===== src/rtl/seq_divider.sv =====
// Multi-cycle radix-2 non-restoring divider: 2*WIDTH-bit dividend / WIDTH-bit divisor.
// One division in flight; start/busy/done handshake, results held until the next done.
module seq_divider #(
  parameter int unsigned WIDTH  = 8,
  parameter bit          SIGNED = 1'b1
) (
  input  logic                 clock,
  input  logic                 reset,
  input  logic                 start,
  input  logic [2*WIDTH-1:0]   dividend,
  input  logic [WIDTH-1:0]     divisor,
  output logic                 busy,
  output logic                 done,
  output logic [WIDTH-1:0]     quotient,
  output logic [WIDTH-1:0]     remainder,
  output logic                 div_zero,
  output logic                 overflow
);

  localparam int unsigned CW = (WIDTH > 1) ? $clog2(WIDTH) : 1;
  localparam logic [WIDTH-1:0] MAX_POS = {1'b0, {(WIDTH-1){1'b1}}};
  localparam logic [WIDTH-1:0] MIN_MAG = {1'b1, {(WIDTH-1){1'b0}}};

  typedef enum logic [1:0] {S_IDLE, S_PREP, S_ITER, S_FIX} state_t;

  state_t             state_q, state_d;
  logic               busy_q, busy_d;
  logic               done_q, done_d;
  logic [2*WIDTH-1:0] dvd_q, dvd_d;
  logic [WIDTH-1:0]   dvs_q, dvs_d;
  logic [WIDTH-1:0]   mdiv_q, mdiv_d;
  logic [WIDTH:0]     prem_q, prem_d;
  logic [WIDTH-1:0]   quo_q, quo_d;
  logic [CW-1:0]      cnt_q, cnt_d;
  logic               dz_q, dz_d;
  logic               povf_q, povf_d;
  logic [WIDTH-1:0]   quotient_q, quotient_d;
  logic [WIDTH-1:0]   remainder_q, remainder_d;
  logic               div_zero_q, div_zero_d;
  logic               overflow_q, overflow_d;

  logic               dvd_neg, dvs_neg, q_neg, range_ovf, err;
  logic [2*WIDTH-1:0] dvd_mag;
  logic [WIDTH-1:0]   dvs_mag, rem_mag;
  logic [WIDTH:0]     prem_sh, prem_new;

  assign dvd_neg = SIGNED && dvd_q[2*WIDTH-1];
  assign dvs_neg = SIGNED && dvs_q[WIDTH-1];
  assign q_neg   = dvd_neg ^ dvs_neg;
  assign dvd_mag = dvd_neg ? -dvd_q : dvd_q;
  assign dvs_mag = dvs_neg ? -dvs_q : dvs_q;

  // Partial remainder wraps mod 2^(WIDTH+1); every post-step value lies in [-M, M) so it stays exact.
  assign prem_sh  = {prem_q[WIDTH-1:0], quo_q[WIDTH-1]};
  assign prem_new = prem_q[WIDTH] ? (prem_sh + {1'b0, mdiv_q}) : (prem_sh - {1'b0, mdiv_q});
  assign rem_mag  = prem_q[WIDTH] ? (prem_q[WIDTH-1:0] + mdiv_q) : prem_q[WIDTH-1:0];

  assign range_ovf = SIGNED && (q_neg ? (quo_q > MIN_MAG) : (quo_q > MAX_POS));
  assign err       = dz_q || povf_q || range_ovf;

  always_comb begin
    state_d     = state_q;
    busy_d      = busy_q;
    done_d      = 1'b0;
    dvd_d       = dvd_q;
    dvs_d       = dvs_q;
    mdiv_d      = mdiv_q;
    prem_d      = prem_q;
    quo_d       = quo_q;
    cnt_d       = cnt_q;
    dz_d        = dz_q;
    povf_d      = povf_q;
    quotient_d  = quotient_q;
    remainder_d = remainder_q;
    div_zero_d  = div_zero_q;
    overflow_d  = overflow_q;
    unique case (state_q)
      S_IDLE: begin
        if (start) begin
          dvd_d   = dividend;
          dvs_d   = divisor;
          busy_d  = 1'b1;
          state_d = S_PREP;
        end
      end
      S_PREP: begin
        dz_d    = (dvs_q == '0);
        povf_d  = (dvd_mag[2*WIDTH-1:WIDTH] >= dvs_mag);
        prem_d  = {1'b0, dvd_mag[2*WIDTH-1:WIDTH]};
        quo_d   = dvd_mag[WIDTH-1:0];
        mdiv_d  = dvs_mag;
        cnt_d   = CW'(WIDTH - 1);
        state_d = S_ITER;
      end
      S_ITER: begin
        prem_d = prem_new;
        quo_d  = {quo_q[WIDTH-2:0], ~prem_new[WIDTH]};
        cnt_d  = cnt_q - CW'(1);
        if (cnt_q == '0) state_d = S_FIX;
      end
      S_FIX: begin
        quotient_d  = err ? '1 : (q_neg ? -quo_q : quo_q);
        remainder_d = err ? dvd_q[WIDTH-1:0] : (dvd_neg ? -rem_mag : rem_mag);
        div_zero_d  = dz_q;
        overflow_d  = !dz_q && (povf_q || range_ovf);
        done_d      = 1'b1;
        busy_d      = 1'b0;
        state_d     = S_IDLE;
      end
      default: state_d = S_IDLE;
    endcase
  end

  always_ff @(posedge clock or posedge reset) begin
    if (reset) begin
      state_q     <= S_IDLE;
      busy_q      <= 1'b0;
      done_q      <= 1'b0;
      dvd_q       <= '0;
      dvs_q       <= '0;
      mdiv_q      <= '0;
      prem_q      <= '0;
      quo_q       <= '0;
      cnt_q       <= '0;
      dz_q        <= 1'b0;
      povf_q      <= 1'b0;
      quotient_q  <= '0;
      remainder_q <= '0;
      div_zero_q  <= 1'b0;
      overflow_q  <= 1'b0;
    end else begin
      state_q     <= state_d;
      busy_q      <= busy_d;
      done_q      <= done_d;
      dvd_q       <= dvd_d;
      dvs_q       <= dvs_d;
      mdiv_q      <= mdiv_d;
      prem_q      <= prem_d;
      quo_q       <= quo_d;
      cnt_q       <= cnt_d;
      dz_q        <= dz_d;
      povf_q      <= povf_d;
      quotient_q  <= quotient_d;
      remainder_q <= remainder_d;
      div_zero_q  <= div_zero_d;
      overflow_q  <= overflow_d;
    end
  end

  assign busy      = busy_q;
  assign done      = done_q;
  assign quotient  = quotient_q;
  assign remainder = remainder_q;
  assign div_zero  = div_zero_q;
  assign overflow  = overflow_q;

endmodule

===== config.mk =====
export PLATFORM = sky130hd
export DESIGN_NAME = seq_divider
export DESIGN_NICKNAME = d
export VERILOG_FILES = /design/src/rtl/seq_divider.sv
export SDC_FILE = /design/constraint.sdc
export NUM_CORES = 1
export LEC_CHECK = 0
export ABC_AREA = 1
export CORE_ASPECT_RATIO = 0.7
export CORE_MARGIN = 5
export CORE_UTILIZATION = 60
export CTS_CLUSTER_DIAMETER = 50
export DETAILED_ROUTE_END_ITERATION = 10
export DONT_BUFFER_PORTS = 1
export PLACE_DENSITY = 0.8
export SETUP_SLACK_MARGIN = 0.1
export SYNTH_ARGS = -nofsm -noshare
export SYNTH_HDL_FRONTEND = slang
export SYNTH_SLANG_ARGS = --single-unit

===== constraint.sdc =====
create_clock -name clock -period 4.07 [get_ports clock]
set_input_delay 0.407 -clock clock [delete_from_list [all_inputs] [get_ports clock]]
set_output_delay 0.407 -clock clock [all_outputs]
set_load 0.02 [all_outputs]

==> results.yml <==
status:
  status: "complete, no violations"
sta:
  final_max_slew_viol_count: 0
  rsz0062_at_grt: "no"
  setup_viol: 0
  layout_min_cycle_time_ns: 2.71
  tightest_slew_ns: 1.18
  slew_headroom_pct: 21.5
  fin_crit_sh_pct: 66.6
  fin_ws_ns: 1.36
  final.setup.tns_ns: 0
  hold_violations: 0
  max_freq_mhz: 369
  skew_ns: 0.00528
yosys:
  ys_ff_latch: 76
  ys_top_cells_by_area: "dfrtp_1 (38%), nand2_1 (13%), ha_1 (8.6%)"
  yosysWarnings: 0
  syn_inst: 659
  synth_edf_count: 0
  synth_top_area_cell: "dfrtp_1"
  synth_area_per_cell_um2: 7.50
  ys_seq_area_share_pct: 38.5
  synth_top_family_by_area: "simple AND/OR/NAND/NOR gates"
  async_flop_share_pct: 100
  synthMuxAreaShare_pct: 0
  synthXorXnorAreaFrac_pct: 5.50
  synthAdderAreaFrac_pct: 9.42
  synthSimpleGateAreaFrac_pct: 23.0
  synth_top_area_share_pct: 38.5
  ys.flop_type: "dfrtp_1"
  ys_types: 39
  syn_nets: 722
  synth_area_um2: 4940
  yosysMostFrequentCell: "nand2_1"
  synth_compound_area_share_pct: 14.7
  synth.cells.most_frequent: "nand2_1 (175), inv_1 (91), dfrtp_1 (76)"
detailed_routing:
  dr.pass1.iters: 5
  drc: 0
  wire_per_inst_um: 16.4
  vias: 4398
  vias_per_cell: 5.79
  routed_wl_mm: 12.5
  drt_iter0_drc: 379
  ant_nets: 0
setup_path:
  critPathKind: "reg -> reg"
  critPathMaxStageDelay_ns: 0.75
  crit_family: "flip-flops"
  ff2ff_setup_slack_ns: 1.36
  required_ns: 4.27
  cp_cell_sequence: "clkinv_1, a21oi_1, xor2_1, ha_1, a21oi_1, o21ai_0, nand2_1, o2111ai_1, nand2_1, o21ai_0"
  cp-startpoint: "dvd_q[15]"
  cpMaxStageDelayCell: "dfrtp_1"
  path_max_fanout: 20
  end_kind: "flop"
  reg2reg_from: "dvd_q[15]"
  r2r_cells: 10
  worst-path-buf-inv: 1
  cp.arrival_ns: 2.90
  cp-start-kind: "flop"
  r2r_end: "povf_q"
place:
  gp_congestion: 0.923
  io_buffers: 0
  hpwl_mm: 9.46
  place_inst: 743
  dpl_cell_area_um2: 4990
  pre_cts_slack_ns: 1.43
finish:
  stdcell_area_um2: 5320
  fillers: 673
  syn_to_final_growth_pct: 7.75
  nets: 716
  drive_above_1_share_pct: 3.95
  instances_no_fill: 759
  diodes: 0
cts:
  clock_path_buffers: 2
  insertion_delay_ns: 0.34
  clkTransAtPathRegs_ns: 0.06
  cts_htree_levels: 3
  cts_tree: "yes"
  ctsResizeCount: 0
  ctsHoldBuffers: 0
  clkSinkCount: 76
  cts_setup_buffers: 0
  clockRootBuffer: "clkbuf_16"
  cts_made_buffers: 9
die:
  ios: 47
  placementRows: 27
  die-area_um2: 10200
  die_w_um: 118
  fp.dieH_um: 85.9
  core_area_um2: 7940
  initial_core_util_pct: 62.2
global_route:
  antenna_found_initial: 0
  grt_pass1_vias: 4160
  grt_overflow: 0
  grt_pass1_wl_mm: 20.6
  grt.total_usage_pct: 25.5
  grt_max_degree: 48
min_path:
  hold_path.class: "in -> async"
flow_run:
  maxCapViolations: 0
## state kept, by name, indices dropped and copies added, names as in the netlist
name       cells
dvd_q         16
prem_q         9
dvs_q          8
mdiv_q         8
quo_q          8
quotient       8
remainder      8
cnt_q          3
state_q        2
busy           1
div_zero       1
done           1
dz_q           1
overflow       1
povf_q         1
## cells in the final DEF, fill, tap and decap left out, drive strengths merged, types with 3 or more instances in the layout
cell,netlist,layout
a22oi,3,3
nand2,175,175
dfrtp,76,76
nand3,35,35
a31oi,5,5
ha,34,34
clkinv,2,3
o211ai,9,9
inv,92,92
xor2,28,28
nand4,5,5
xnor2,3,3
or2,4,4
o221ai,3,3
nor2,43,43
nor3,8,8
o22ai,3,3
o21ai,68,68
clkbuf,13,13
a21oi,33,33
## through the flow
stage | utilization (%) | hold WS (ns)
finish | 67.1 | 0.0827
global route | 67.1 | 0.161
CTS | 67.1 | 0.104
detailed placement | 62.9 | 0.466
global placement | 62.9 | 0.464
floorplan | - | 0.462
## worst reg2reg max path, stage by stage (launching register included)
cell and delay, ns:
dfrtp_1 0.75, clkinv_1 0.47, a21oi_1 0.27, xor2_1 0.21
ha_1 0.28, a21oi_1 0.15, o21ai_0 0.10, nand2_1 0.07
o2111ai_1 0.11, nand2_1 0.07, o21ai_0 0.08
## logic make-up (layout without fill, tap and decap cells)
family / after synthesis / count (layout)
flops: 76 / 76
compound gates: 130 / 130
simple gates: 274 / 274
xor+xnor: 31 / 31
fa+ha+maj: 36 / 36
buf+inv: 112 / 111
## worst max path at each step
stage | slack, ns | cells past startpoint | end
floorplan | 1.72 | 1 | busy
global placement | 1.49 | 8 | quotient[0]
detailed placement | 1.43 | 10 | povf_q
CTS | 1.41 | 10 | povf_q
global route | 1.12 | 9 | quo_q[1]
finish | 1.36 | 10 | povf_q
## final cells by class
cell class | count | area [µm²] | area share (%)
repair buffers | 1 | 7.51 | 0.141
well taps | 101 | 126 | 2.37
flip-flops and latches | 76 | 1900 | 35.7
inverters | 94 | 358 | 6.72
multi-input cells | 471 | 2600 | 48.9
clock inverters | 3 | 68.8 | 1.29
clock buffers | 13 | 260 | 4.89
## routing by layer
layer	wire length [µm]	vias to the layer above	GRT usage, %
li1	-	2140	-
met1	5660	2020	36.3
met2	5240	215	36.6
met3	1370	23	8.77
met4	217	0	7.93
met5	0	-	0
Power is left out: the tool's default activity adds up to more than one toggle a clock period on the data nets, which glitch-free logic cannot reach.
